[src/rtl/pc_gen.sv]
// Program counter generator: exception, stall, redirect, buffered redirect and
// sequential fetch, with target alignment and a misaligned-target pulse.
module pc_gen #(
   parameter int unsigned     WIDTH      = 32,
   parameter logic [WIDTH-1:0] RESET_VEC = {WIDTH{1'b0}},
   parameter logic [WIDTH-1:0] EXC_VEC   = WIDTH'(32'h0000_0004),
   parameter logic [WIDTH-1:0] STEP      = WIDTH'(32'd4),
   parameter int unsigned     ALIGN_BITS = 2
) (
   input  logic             clk,
   input  logic             rst,
   input  logic             stall,
   input  logic             redir_valid,
   input  logic [WIDTH-1:0] redir_target,
   input  logic             exc_valid,
   output logic [WIDTH-1:0] o_pc,
   output logic [WIDTH-1:0] o_next_pc,
   output logic             o_pend,
   output logic             o_misalign
);

   // Bits kept by alignment; all ones when ALIGN_BITS is zero.
   localparam logic [WIDTH-1:0] ALIGN_MASK =
      ~((WIDTH'(1'b1) << ALIGN_BITS) - WIDTH'(1'b1));

   logic [WIDTH-1:0] pc_q, pc_d;
   logic [WIDTH-1:0] pend_tgt_q, pend_tgt_d;
   logic             pend_q, pend_d;
   logic             misalign_q, misalign_d;
   logic [WIDTH-1:0] aligned_tgt_s;
   logic             tgt_misaligned_s;

   function automatic logic [WIDTH-1:0] align_f(input logic [WIDTH-1:0] tgt);
      return tgt & ALIGN_MASK;
   endfunction

   assign aligned_tgt_s    = align_f(redir_target);
   assign tgt_misaligned_s = |(redir_target & ~ALIGN_MASK);

   // Next-state selection in priority order: exception, stall, redirect, pending, sequential.
   always_comb begin
      pc_d       = pc_q;
      pend_d     = pend_q;
      pend_tgt_d = pend_tgt_q;
      misalign_d = 1'b0;
      if (exc_valid) begin
         pc_d   = EXC_VEC;
         pend_d = 1'b0;
      end else if (stall) begin
         if (redir_valid) begin
            pend_d     = 1'b1;
            pend_tgt_d = aligned_tgt_s;
            misalign_d = tgt_misaligned_s;
         end else begin
            pend_d = pend_q;
         end
      end else if (redir_valid) begin
         pc_d       = aligned_tgt_s;
         pend_d     = 1'b0;
         misalign_d = tgt_misaligned_s;
      end else if (pend_q) begin
         pc_d   = pend_tgt_q;
         pend_d = 1'b0;
      end else begin
         pc_d = pc_q + STEP;
      end
   end

   // State registers with synchronous reset.
   always_ff @(posedge clk) begin
      if (rst) begin
         pc_q       <= RESET_VEC;
         pend_q     <= 1'b0;
         pend_tgt_q <= {WIDTH{1'b0}};
         misalign_q <= 1'b0;
      end else begin
         pc_q       <= pc_d;
         pend_q     <= pend_d;
         pend_tgt_q <= pend_tgt_d;
         misalign_q <= misalign_d;
      end
   end

   assign o_pc       = pc_q;
   assign o_next_pc  = pc_d;
   assign o_pend     = pend_q;
   assign o_misalign = misalign_q;

endmodule
[config.mk]
export PLATFORM = sky130hd
export DESIGN_NAME = pc_gen
export DESIGN_NICKNAME = d
export VERILOG_FILES = /design/src/rtl/pc_gen.sv
export SDC_FILE = /design/constraint.sdc
export NUM_CORES = 1
export LEC_CHECK = 0
export BUFFER_PORTS_ARGS = -buffer_cell sky130_fd_sc_hd__buf_2
export CAP_MARGIN = 20
export CORE_ASPECT_RATIO = 1.75
export CORE_MARGIN = 2
export CORE_UTILIZATION = 45
export DETAILED_ROUTE_END_ITERATION = 10
export PLACE_DENSITY = 0.7
export SKIP_CTS_REPAIR_TIMING = 1
export SLEW_MARGIN = 0
export SYNTH_ARGS = -nofsm -noshare
export SYNTH_HDL_FRONTEND = slang
export SYNTH_SLANG_ARGS = --single-unit
[constraint.sdc]
create_clock -name clk -period 5.75 [get_ports clk]
set_clock_uncertainty 0.15 [all_clocks]
set_input_delay 0.2875 -clock clk [delete_from_list [all_inputs] [get_ports clk]]
set_output_delay 0.2875 -clock clk [all_outputs]
set_load 0.005 [all_outputs]
Yosys cells after proc, flatten, opt, wreduce, memory -nomap -nowiden
Index checks and enable logic that the tools add are counted.
{ "word_totals": {"register_bits": 64, "in_bits": 37, "out_inout_bits": 66, "word_cells": 16} }
{ "op_classes": {"add_sub_neg": 1, "muxes": 4, "bitwise": 3, "reduce_logical": 4} }
{ "ops": {"columns": ["cell", "n"], "rows": [
  ["32-bit 2-to-1 mux", 4],
  ["32-bit by 3-bit adder with 32-bit output, second input constant", 1],
  ["3-bit OR reduction", 2],
  ["1-bit NOT", 3],
  ["3-bit AND reduction", 1],
  ["2-bit OR reduction", 1]
]} }

Logic depth before layout (Yosys ltp)
Gate-level depths: netlist of the first run.
{ "depth": {"ltp_word": 5, "ltp_mapped": 7, "mapped_depth_nobuf": 6} }

Least setup slack after synthesis of the first run
OpenSTA, ideal clock, no wires.
{ "synth_path": {"path_kind": "reg-to-output", "startpoint": "register pc_q[2] (netlist: o_pc[2])", "endpoint": "output o_next_pc[26]", "t_arrival_ns": 1.915, "required_ns": 5.313, "path_slack_ns": 3.398, "path_stages_with_launch": 8, "path_buffers": 1, "path_cell_list": "dfxtp_1 > ha_1 > nand2_1 > or3_1 > buf_6 > o31a_1 > a2111oi_2 > nor3_1"} }
{ "synth_via": {"elab_chain_len": 5} }
{ "synth_lines": {"columns": ["item", "line_no", "rtl"], "rows": [
  ["start: declaration", "26", "logic [WIDTH-1:0] pc_q, pc_d;"],
  ["start signal: assignment", "77", "pc_q <= pc_d;"],
  ["32-bit by 3-bit adder with 32-bit output", "65", "pc_d = pc_q + STEP;"],
  ["32-bit 2-to-1 mux", "61", "end else if (pend_q) begin"],
  ["32-bit 2-to-1 mux", "57", "end else if (redir_valid) begin"],
  ["32-bit 2-to-1 mux", "49", "end else if (stall) begin"],
  ["32-bit 2-to-1 mux", "46", "if (exc_valid) begin"],
  ["end: declaration", "17", "output logic [WIDTH-1:0] o_next_pc,"]
]} }
Every way passes these cells.

Final worst setup path of the first run
{ "layout_path": {"startpoint": "input redir_valid", "endpoint": "output o_next_pc[14]"} }
{ "layout_via": {"elab_chain_len": 3} }
{ "layout_lines": {"columns": ["item", "line_no", "rtl"], "rows": [
  ["start: declaration", "13", "input logic redir_valid,"],
  ["32-bit 2-to-1 mux", "57", null],
  ["32-bit 2-to-1 mux", "49", null],
  ["32-bit 2-to-1 mux", "46", null]
]} }
Every way passes these cells.

==> results.yml, run 1 <==
global_route:
  grt_max_degree: 50
  antenna_found_initial: 0
  grt_pass1_vias: 4181
  grt.overflow.total: 0
  track_usage_pct: 30.6
  grt_pass1_wl_um: 21300
floorplanning:
  placementRows: 44
  dieArea_um2: 9110
  initial_core_util_pct: 45.7
  die_h_um: 125
  core_um2: 8200
  io_pins: 103
  fp.dieW_um: 73.0
critical_path:
  worstSetupPathType: "in2out"
  critPathRequiredTime_ps: 5310
  rr_startpoint: "o_pc[4]"
  r2r_slack_ps: 2940
  critPathArrivalTime_ps: 3050
  r2r-end: "o_pc[31]"
  critPathLaunchType: "primary input"
  cp-startpoint: "redir_valid"
  reg2regPathDepth: 5
  worstSetupEndpointType: "output port"
  path_max_fanout: 42
yosys:
  netlist_area_um2: 3750
  yosys_warnings: 0
  synth_seq_cells: 64
  synthArstFlopShare_pct: 0
  synth.area.top_cells: "dfxtp_1 (34%), nand2_1 (9.6%), a21oi_1 (7.5%)"
  yosysTopAreaCell: "dfxtp_1"
  synth_edf_count: 0
  yosys.area.top_type_share_pct: 34.2
  ys_seq_area_share_pct: 34.2
  syn_nets: 562
  ys_types: 60
  syn_area_per_cell_um2: 7.16
  synthCells: 524
  synthFlopType: "dfxtp_1"
placed_design:
  place_area_um2: 4230
  port_buffers: 102
  hpwl_um: 9630
  gp_routability_congestion: 0.949
timing:
  max_freq_ghz: 0.287
  grt_setup_unrepaired: "no"
  fin_crit_ps: 3490
  hold-worst-slack_ps: 49.1
  slew_headroom_pct: 23.7
  fin_crit_sh_pct: 60.7
  tns_ps: 0
  setup_violations: 0
  hold_violations: 0
  slew_viol_final: 0
  worst_pin_slew_ps: 1140
layout:
  layout_common_cells: "buf_2 (102), nand2_1 (96), dfxtp_1 (64), a21oi_1 (56), nor2_1 (55)"
  mostFrequentLayoutCell: "buf_2"
  final_area_um2: 4530
  final_util_pct: 55.2
  area_growth_pct: 20.7
  layout.nets: 640
  diodes: 0
  drive_above_1_share_pct: 23.1
drt:
  drt_first_pass_iters: 5
  wl_per_cell_um: 19.6
  drcViolationCount: 0
  post_drt_via_cell_ratio: 6.31
  dr.first_iter.drc_count: 497
  vias: 4414
  ant_nets: 0
  drt-total-wl_um: 13700
worst_hold_path:
  hold_path.class: "in2reg"
  hold_end: "o_misalign"
  hold_depth: 3
  worstHoldStart: "redir_target[0]"
power_and_ir_drop:
  p_total_mw: 1.19
  p_per_area_nw_per_um2: 264
  pwr-share-comb_pct: 13.6
  p_sw_share_pct: 26.6
  p_leak_nw: 1.79
  p_int_uw: 877
  max-vdd-ir-drop_mv: 0.176
  p_clk_share_pct: 46.7
  switching_power_uw: 317
  seqPwrFrac_pct: 39.7
clock_network:
  clock_sinks: 64
  clockRootBuffer: "clkbuf_16"
  clockBufferDepth: 2
  clk_pin_slew_ps: 50
  htree_levels: 3
  cts_made_buffers: 9
  cts_tree: "yes"
  clk_latency_ps: 340
flow_run:
  maxCapViolCount: 0
outcome:
  status: "completed"
## per-layer routing
layer,share of wire (%),GRT usage [%],vias up
li1,-,-,2065
met1,35,33.9,2053
met2,51,50.3,233
met3,6.6,5.66,63
met4,7.2,21.7,0
met5,0,0,-
## sequential cells by signal, indices dropped and copies added (netlist names)
name	count
o_pend	1
pend_tgt_q	30
o_misalign	1
o_pc	32
## kinds of logic after synthesis
kind of cell,Yosys count,synth area share (%)
and+or+nand+nor,252,31.9
AOI/OAI and AO/OA,151,26.0
DFF,64,34.2
buffers and inverters,50,6.11
xor gates and xnor gates,4,0.934
muxes,2,0.534
adders and majority gates,1,0.334
## synthesized netlist by cell type (all sizes together), types with 4 or more instances
cell type and n:
buf 11, o211ai 4, a31oi 4, and2 6
a221oi 5, nand2b 4, o22ai 17, nor2 55
nor4 16, a22oi 4, nand4 12, or3 4
inv 9, a211o 4, nor2b 8, nand3 11
nor3 24, o21ai 24, or2 5, a2111oi 4
a21oi 56, dfxtp 64, clkbuf 29, nand2 96
## metrics by stage
stage,instances,worst slack (ps)
after floorplan,524,3400
after global placement,683,2360
after detailed placement,683,2320
after CTS,699,2390
after global routing,699,2110
final,699,2260
## critical path, stage by stage
cell and delay [ps]:
buf_2 670, clkinv_1 930, o22ai_1 450, nor4_1 70, nor3_1 390, nor2_1 80, buf_2 160
## power groups by stage
stage | Sequential, mW | Clock, mW | Combinational [mW]
after CTS | 0.473 | 0.561 | 0.160
after global routing | 0.475 | 0.582 | 0.177
after detailed placement | 0.483 | 0 | 0.159
final | 0.474 | 0.558 | 0.162
after floorplan | 0.479 | 0 | 0.0987
after global placement | 0.482 | 0 | 0.157
## area by class of cell
cell class / count / area, um^2
flip-flops and latches: 64 / 1280
multi-input cells: 410 / 2240
clock inverters: 3 / 40.0
fillers: 819 / 3680
well taps: 92 / 115
clock buffers: 13 / 260
inverters: 10 / 37.5
repair buffers: 107 / 548
## worst max-delay path by stage
stage,end,slack (ps),cells past startpoint
after global placement,pend_tgt_q[2],2360,5
after floorplan,o_next_pc[26],3400,7
after global routing,o_next_pc[14],2110,7
after detailed placement,pend_tgt_q[15],2320,6
after CTS,o_next_pc[14],2390,7
final,o_next_pc[14],2260,7
(Power assumes the default switching activity.)
==> run 2, diff against run 1 <==
--- a/config.mk
+++ b/config.mk
@@ -5,6 +5,7 @@
 export SDC_FILE = /design/constraint.sdc
 export NUM_CORES = 1
 export LEC_CHECK = 0
+export ABC_AREA = 1
 export BUFFER_PORTS_ARGS = -buffer_cell sky130_fd_sc_hd__buf_2
 export CAP_MARGIN = 20
 export CORE_ASPECT_RATIO = 1.75
==> constraint.sdc (replaced) <==
create_clock -name clk -period 3.5 [get_ports clk]
set_clock_uncertainty 0.15 [all_clocks]
set_input_delay 0.175 -clock clk [delete_from_list [all_inputs] [get_ports clk]]
set_output_delay 0.175 -clock clk [all_outputs]
set_load 0.005 [all_outputs]
==> results.yml, run 2 <==
critical_path:
  crit_chain: "nand2_1, nor2_1, nand2_1, nor2_1, nand2_1, nand2_1, nand3_1, nand2_1, nand2_1, nand2_1, inv_1, buf_2"
  slowest_stage: "dfxtp_1"
  critPathArrivalTime_ps: 2200
  cp_slowest_stage_delay_ps: 460
  reg2regPathDepth: 11
  worst_path_dominant_cell_family: "simple AND/OR/NAND/NOR gates"
  path_max_fanout: 5
  critPathRequiredTime_ps: 3170
  critPathLaunchType: "flop"
  path_depth: 12
  timing.critical_path.mode_cell: "nand2_1"
  worstSetupEndpointType: "output port"
  r2r_slack_ps: 1450
  worstSetupPathType: "reg2out"
  cp.buffers_inverters: 2
power_and_ir_drop:
  p_int_mw: 1.40
  switching_power_uw: 523
  seqPwrFrac_pct: 40.7
  p_per_area_nw_per_um2: 394
  p_clk_share_pct: 44.4
  pwr-share-comb_pct: 14.9
  max-vdd-ir-drop_mv: 0.293
  p_sw_share_pct: 27.2
  p_leak_nw: 2.42
layout:
  diodes: 0
  regArea_um2: 1280
  drive_above_1_share_pct: 19.0
  area_growth_pct: 26.1
  finalNonFillerCells: 884
  mostFrequentLayoutCell: "nand2_1"
  multiInputGateArea_um2: 2220
  layout_common_cells: "nand2_1 (233), buf_2 (102), nor2_1 (100), a21oi_1 (77), dfxtp_1 (64)"
  largest_reg_flops: 32
  layout.nets: 802
  n_fill_cell: 877
  final_area_um2: 4890
drt:
  drt-total-wl_um: 13900
  wl_per_cell_um: 15.7
  vias: 4716
  drt_first_pass_iters: 5
  dr.first_iter.drc_count: 357
  drcViolationCount: 0
  ant_nets: 0
  post_drt_via_cell_ratio: 5.33
yosys:
  ys_seq_area_share_pct: 33.0
  syn_area_per_cell_um2: 5.86
  synthCells: 662
  synthFlopType: "dfxtp_1"
  syn_nets: 700
  synth_seq_cells: 64
  yosysMostFrequentCell: "nand2_1"
  ys_types: 31
  synth_edf_count: 0
  synth_common_cells: "nand2_1 (233), nor2_1 (100), a21oi_1 (77)"
  synthArstFlopShare_pct: 0
  netlist_area_um2: 3880
  yosysTopAreaCell: "dfxtp_1"
  yosys_warnings: 0
  yosys.area.top_type_share_pct: 33.0
  synth.area.top_cells: "dfxtp_1 (33%), nand2_1 (23%), a21oi_1 (9.9%)"
global_route:
  grt.overflow.total: 0
  antenna_found_initial: 0
  grt_pass1_wl_um: 21500
  track_usage_pct: 30.0
  grt_pass1_vias: 4366
  grt_max_degree: 46
floorplanning:
  dieArea_um2: 9400
  initial_core_util_pct: 46.6
  fp.dieW_um: 74.2
  io_pins: 103
  placementRows: 44
  core_um2: 8310
  die_h_um: 127
outcome:
  status: "finished with violations"
  violations: "negative hold slack"
timing:
  slew_viol_final: 0
  max_freq_ghz: 0.396
  fin_crit_sh_pct: 72.2
  grt_setup_unrepaired: "no"
  worst_pin_slew_ps: 804
  fin_crit_ps: 2530
  hold-worst-slack_ps: -38.4
  hold_violations: 11
  slew_headroom_pct: 46.4
  setup_violations: 0
  tns_ps: 0
clock_network:
  clk_latency_ps: 330
  cts_made_buffers: 9
  cts_tree: "yes"
  clk_pin_slew_ps: 50
  clockRootBuffer: "clkbuf_16"
  clock_sinks: 64
  clockBufferDepth: 2
  htree_levels: 3
placed_design:
  placedCellCount: 850
  port_buffers: 102
  hpwl_um: 10100
  gp_routability_congestion: 0.977
  place_area_um2: 4420
flow_run:
  maxCapViolCount: 0
worst_hold_path:
  hold_depth: 3
  hold_path.class: "in2reg"
## run 2: changes by cell type after synthesis, sizes merged, moves of 5 or more
cell / previous run / this run
o22ai: 17 / 0
nor3: 24 / 9
nor2b: 8 / 0
nand4: 12 / 1
nor2: 55 / 113
inv: 9 / 64
a21oi: 56 / 77
nand3: 11 / 21
nor4: 16 / 4
o21ai: 24 / 16
nand2: 96 / 238
and2: 6 / 1
## run 2: power groups by stage
| stage | logic, mW | registers (mW) | clock network, mW |
|---|---|---|---|
| after floorplan | 0.161 | 0.791 | 0 |
| after global placement | 0.267 | 0.798 | 0 |
| after detailed placement | 0.268 | 0.798 | 0 |
| after CTS | 0.270 | 0.783 | 0.860 |
| after global routing | 0.320 | 0.786 | 0.898 |
| final | 0.288 | 0.784 | 0.855 |
## run 2: final timing paths
path,from,to
max,o_pc[19],o_next_pc[29]
min,redir_target[4],pend_tgt_q[4]
max reg2reg,o_pc[19],o_pc[29]
min reg2reg,pend_tgt_q[17],pend_tgt_q[17]
## run 2: area by class of cell
class                      count  share of cell area (%)
clock buffer                  14                    5.60
multi-input combinational    501                    45.4
clock inverter                 2                   0.256
sequential                    64                    26.2
inverter                      64                    4.91
timing repair buffer         124                    14.7
tap                          115                    2.94
## run 2: per-stage QoR
step | worst slack (ps) | utilization (%) | hold WS (ps) | total power, mW
after floorplan | 1720 | - | 172 | 0.953
after global placement | 1180 | 53.2 | 294 | 1.06
after detailed placement | 1140 | 53.2 | 300 | 1.07
after CTS | 1000 | 56.7 | -44.3 | 1.91
after global routing | 827 | 58.8 | -2.91 | 2.00
final | 972 | 58.8 | -38.4 | 1.93
## run 2: cells by family (layout without fill, tap and decap cells)
family                     count (synthesis)  after routing  synth area share, %
AOI/OAI and AO/OA                        104            104                 14.1
and+or+nand+nor                          390            390                 41.4
DFF                                       64             64                 33.0
buffers and inverters                     97            204                 9.74
xor gates and xnor gates                   6              6                 1.36
adders and majority gates                  1              1                0.323
## run 2: metal layers
metal,vias up,global-route usage [%],routed length [um]
li1,2281,-,-
met1,2196,32.8,5090
met4,0,19.0,846
met2,189,52.1,7330
met5,-,0,0
met3,50,4.05,652
## run 2: worst reg2reg max path, cell delays in order (launching register included)
cell and delay [ps]:
dfxtp_1 460, nand2_1 110, nor2_1 330, nand2_1 110, nor2_1 160, nand2_1 70, nand2_1 60, nand3_1 110
nand2_1 90, nand2_1 100, nand2_1 110, nor2_1 40
==> run 3, diff against run 2 <==
--- a/config.mk
+++ b/config.mk
@@ -5,14 +5,14 @@
 export SDC_FILE = /design/constraint.sdc
 export NUM_CORES = 1
 export LEC_CHECK = 0
-export ABC_AREA = 1
+export ABC_AREA = 0
 export BUFFER_PORTS_ARGS = -buffer_cell sky130_fd_sc_hd__buf_2
 export CAP_MARGIN = 20
 export CORE_ASPECT_RATIO = 1.75
 export CORE_MARGIN = 2
 export CORE_UTILIZATION = 45
 export DETAILED_ROUTE_END_ITERATION = 10
-export PLACE_DENSITY = 0.7
+export PLACE_DENSITY = 0.73
 export SKIP_CTS_REPAIR_TIMING = 1
 export SLEW_MARGIN = 0
 export SYNTH_ARGS = -nofsm -noshare
==> constraint.sdc (replaced) <==
create_clock -name clk -period 2.1 [get_ports clk]
set_clock_uncertainty 0.15 [all_clocks]
set_input_delay 0.105 -clock clk [delete_from_list [all_inputs] [get_ports clk]]
set_output_delay 0.105 -clock clk [all_outputs]
set_load 0.005 [all_outputs]
==> results.yml, run 3 (same netlist as run 1, synthesis figures left out) <==
layout:
  area_growth_pct: 62.7
  largest_reg_flops: 32
  mostFrequentLayoutCell: "buf_2"
  diodes: 0
  layout_common_cells: "buf_2 (102), nand2_1 (93), buf_4 (73), a21oi_1 (54), nor2_1 (53)"
  layout.nets: 756
  drive_above_1_share_pct: 41.8
power_and_ir_drop:
  p_leak_nw: 2.61
  p_sw_share_pct: 27.8
  p_int_mw: 2.42
  max-vdd-ir-drop_mv: 0.510
  p_total_mw: 3.36
  p_clk_share_pct: 42.6
  pwr-share-comb_pct: 19.0
  seqPwrFrac_pct: 38.4
  p_per_area_nw_per_um2: 550
  switching_power_uw: 932
clock_network:
  cts_tree: "yes"
  htree_levels: 3
  cts_made_buffers: 9
  clk_latency_ps: 330
  clk_pin_slew_ps: 50
  clockRootBuffer: "clkbuf_16"
  clockBufferDepth: 2
  clock_sinks: 64
floorplanning:
  fp.dieW_um: 73.0
  die_h_um: 125
  io_pins: 103
  placementRows: 44
  core_um2: 8200
  initial_core_util_pct: 45.7
  dieArea_um2: 9110
global_route:
  grt.overflow.total: 0
  track_usage_pct: 32.7
  grt_pass1_vias: 4596
  grt_max_degree: 40
  grt_pass1_wl_um: 22800
  antenna_found_initial: 0
timing:
  fin_crit_ps: 2410
  worst_pin_slew_ps: 614
  fin_crit_sh_pct: 115
  max_freq_ghz: 0.415
  slew_viol_final: 0
  grt_setup_unrepaired: "yes"
  hold_violations: 0
  slew_headroom_pct: 59.1
  setup_violations: 23
  postLayoutSetupSlackWorst_ps: -310
placed_design:
  port_buffers: 102
  dp_slack_ps: -139
  hpwl_um: 10900
  gp_routability_congestion: 0.948
critical_path:
  slowest_stage: "dfxtp_2"
  critPathLaunchType: "flop"
  critPathRequiredTime_ps: 1850
  worst_path_dominant_cell_family: "simple AND/OR/NAND/NOR gates"
  cp_slowest_stage_delay_ps: 350
  worstSetupEndpointType: "output port"
  path_max_fanout: 5
  cp.buffers_inverters: 2
  worstSetupPathType: "reg2out"
  crit_chain: "ha_4, nand2_4, or3_4, buf_6, o31a_4, a2111oi_4, nor3_2, buf_2"
  critPathArrivalTime_ps: 2150
drt:
  ant_nets: 0
  vias: 5060
  drcViolationCount: 0
  drt_first_pass_iters: 5
  wl_per_cell_um: 20.1
  dr.first_iter.drc_count: 498
  post_drt_via_cell_ratio: 6.21
  drt-total-wl_um: 16400
outcome:
  status: "finished with violations"
  violations: "negative setup slack"
worst_hold_path:
  hold_path.class: "in2reg"
flow_run:
  maxCapViolCount: 0
-- run 3: cell count changes in the layout (fill, tap and decap cells not counted), moves of 16 or more --
cell,before,now
nand2_1,233,93
buf_4,4,73
inv_1,58,8
nor2_1,100,53
a21oi_1,77,54
dfxtp_1,64,46
o22ai_1,0,17
dfxtp_2,0,16
-- run 3: worst paths after layout --
path | start | to | slack (ps) | depth (start not counted)
setup / recovery | o_pc[2] | o_next_pc[18] | -310 | 8
hold / removal | rst | o_pc[1] | 180 | 3
setup reg to reg | o_pc[2] | o_pc[18] | 130 | 7
hold reg to reg | pend_tgt_q[6] | pend_tgt_q[6] | 300 | 2
-- run 3: per-layer routing --
layer  GRT usage [%]  share of wire (%)  routed length [um]  up-vias
met5               0                  0                   0        -
met2            56.8                 52                8580      298
met4            24.4                7.5                1230        0
li1                -                  -                   -     2294
met1            33.9                 34                5550     2388
met3            4.29                6.3                1040       80
-- run 3: final cells by class --
class | count | area [um^2]
multi-input cells | 410 | 2790
fillers | 614 | 2100
repair buffers | 223 | 1570
flip-flops and latches | 64 | 1310
clock buffers | 13 | 270
well taps | 92 | 115
inverters | 10 | 37.5
clock inverters | 3 | 15.0
-- run 3: power by group through the flow --
stage	registers (mW)	logic [mW]	clock network, mW
after floorplan	1.31	0.271	0
after global placement	1.31	0.496	0
after detailed placement	1.31	0.504	0
after CTS	1.28	0.507	1.44
after global routing	1.29	0.682	1.48
final	1.29	0.638	1.43
-- run 3: through the flow --
step | util (%) | TNS [ps] | area, um^2 | instances | hold WS, ps
after global routing | 74.4 | -5820 | 6100 | 815 | 204
after detailed placement | 58.0 | -453 | 4760 | 752 | 214
after floorplan | - | 0 | 3760 | 524 | 91.0
after CTS | 61.5 | -7620 | 5040 | 768 | -131
final | 74.4 | -3720 | 6100 | 815 | 183
after global placement | 58.0 | -165 | 4760 | 752 | 197
-- run 3: worst register-to-register path, delay by kind of cell (launching register included) --
kind	cells	cell delay, ps
flops	1	350
simple gates	3	510
buf+inv	1	160
compound gates	2	510
fa+ha+maj	1	160
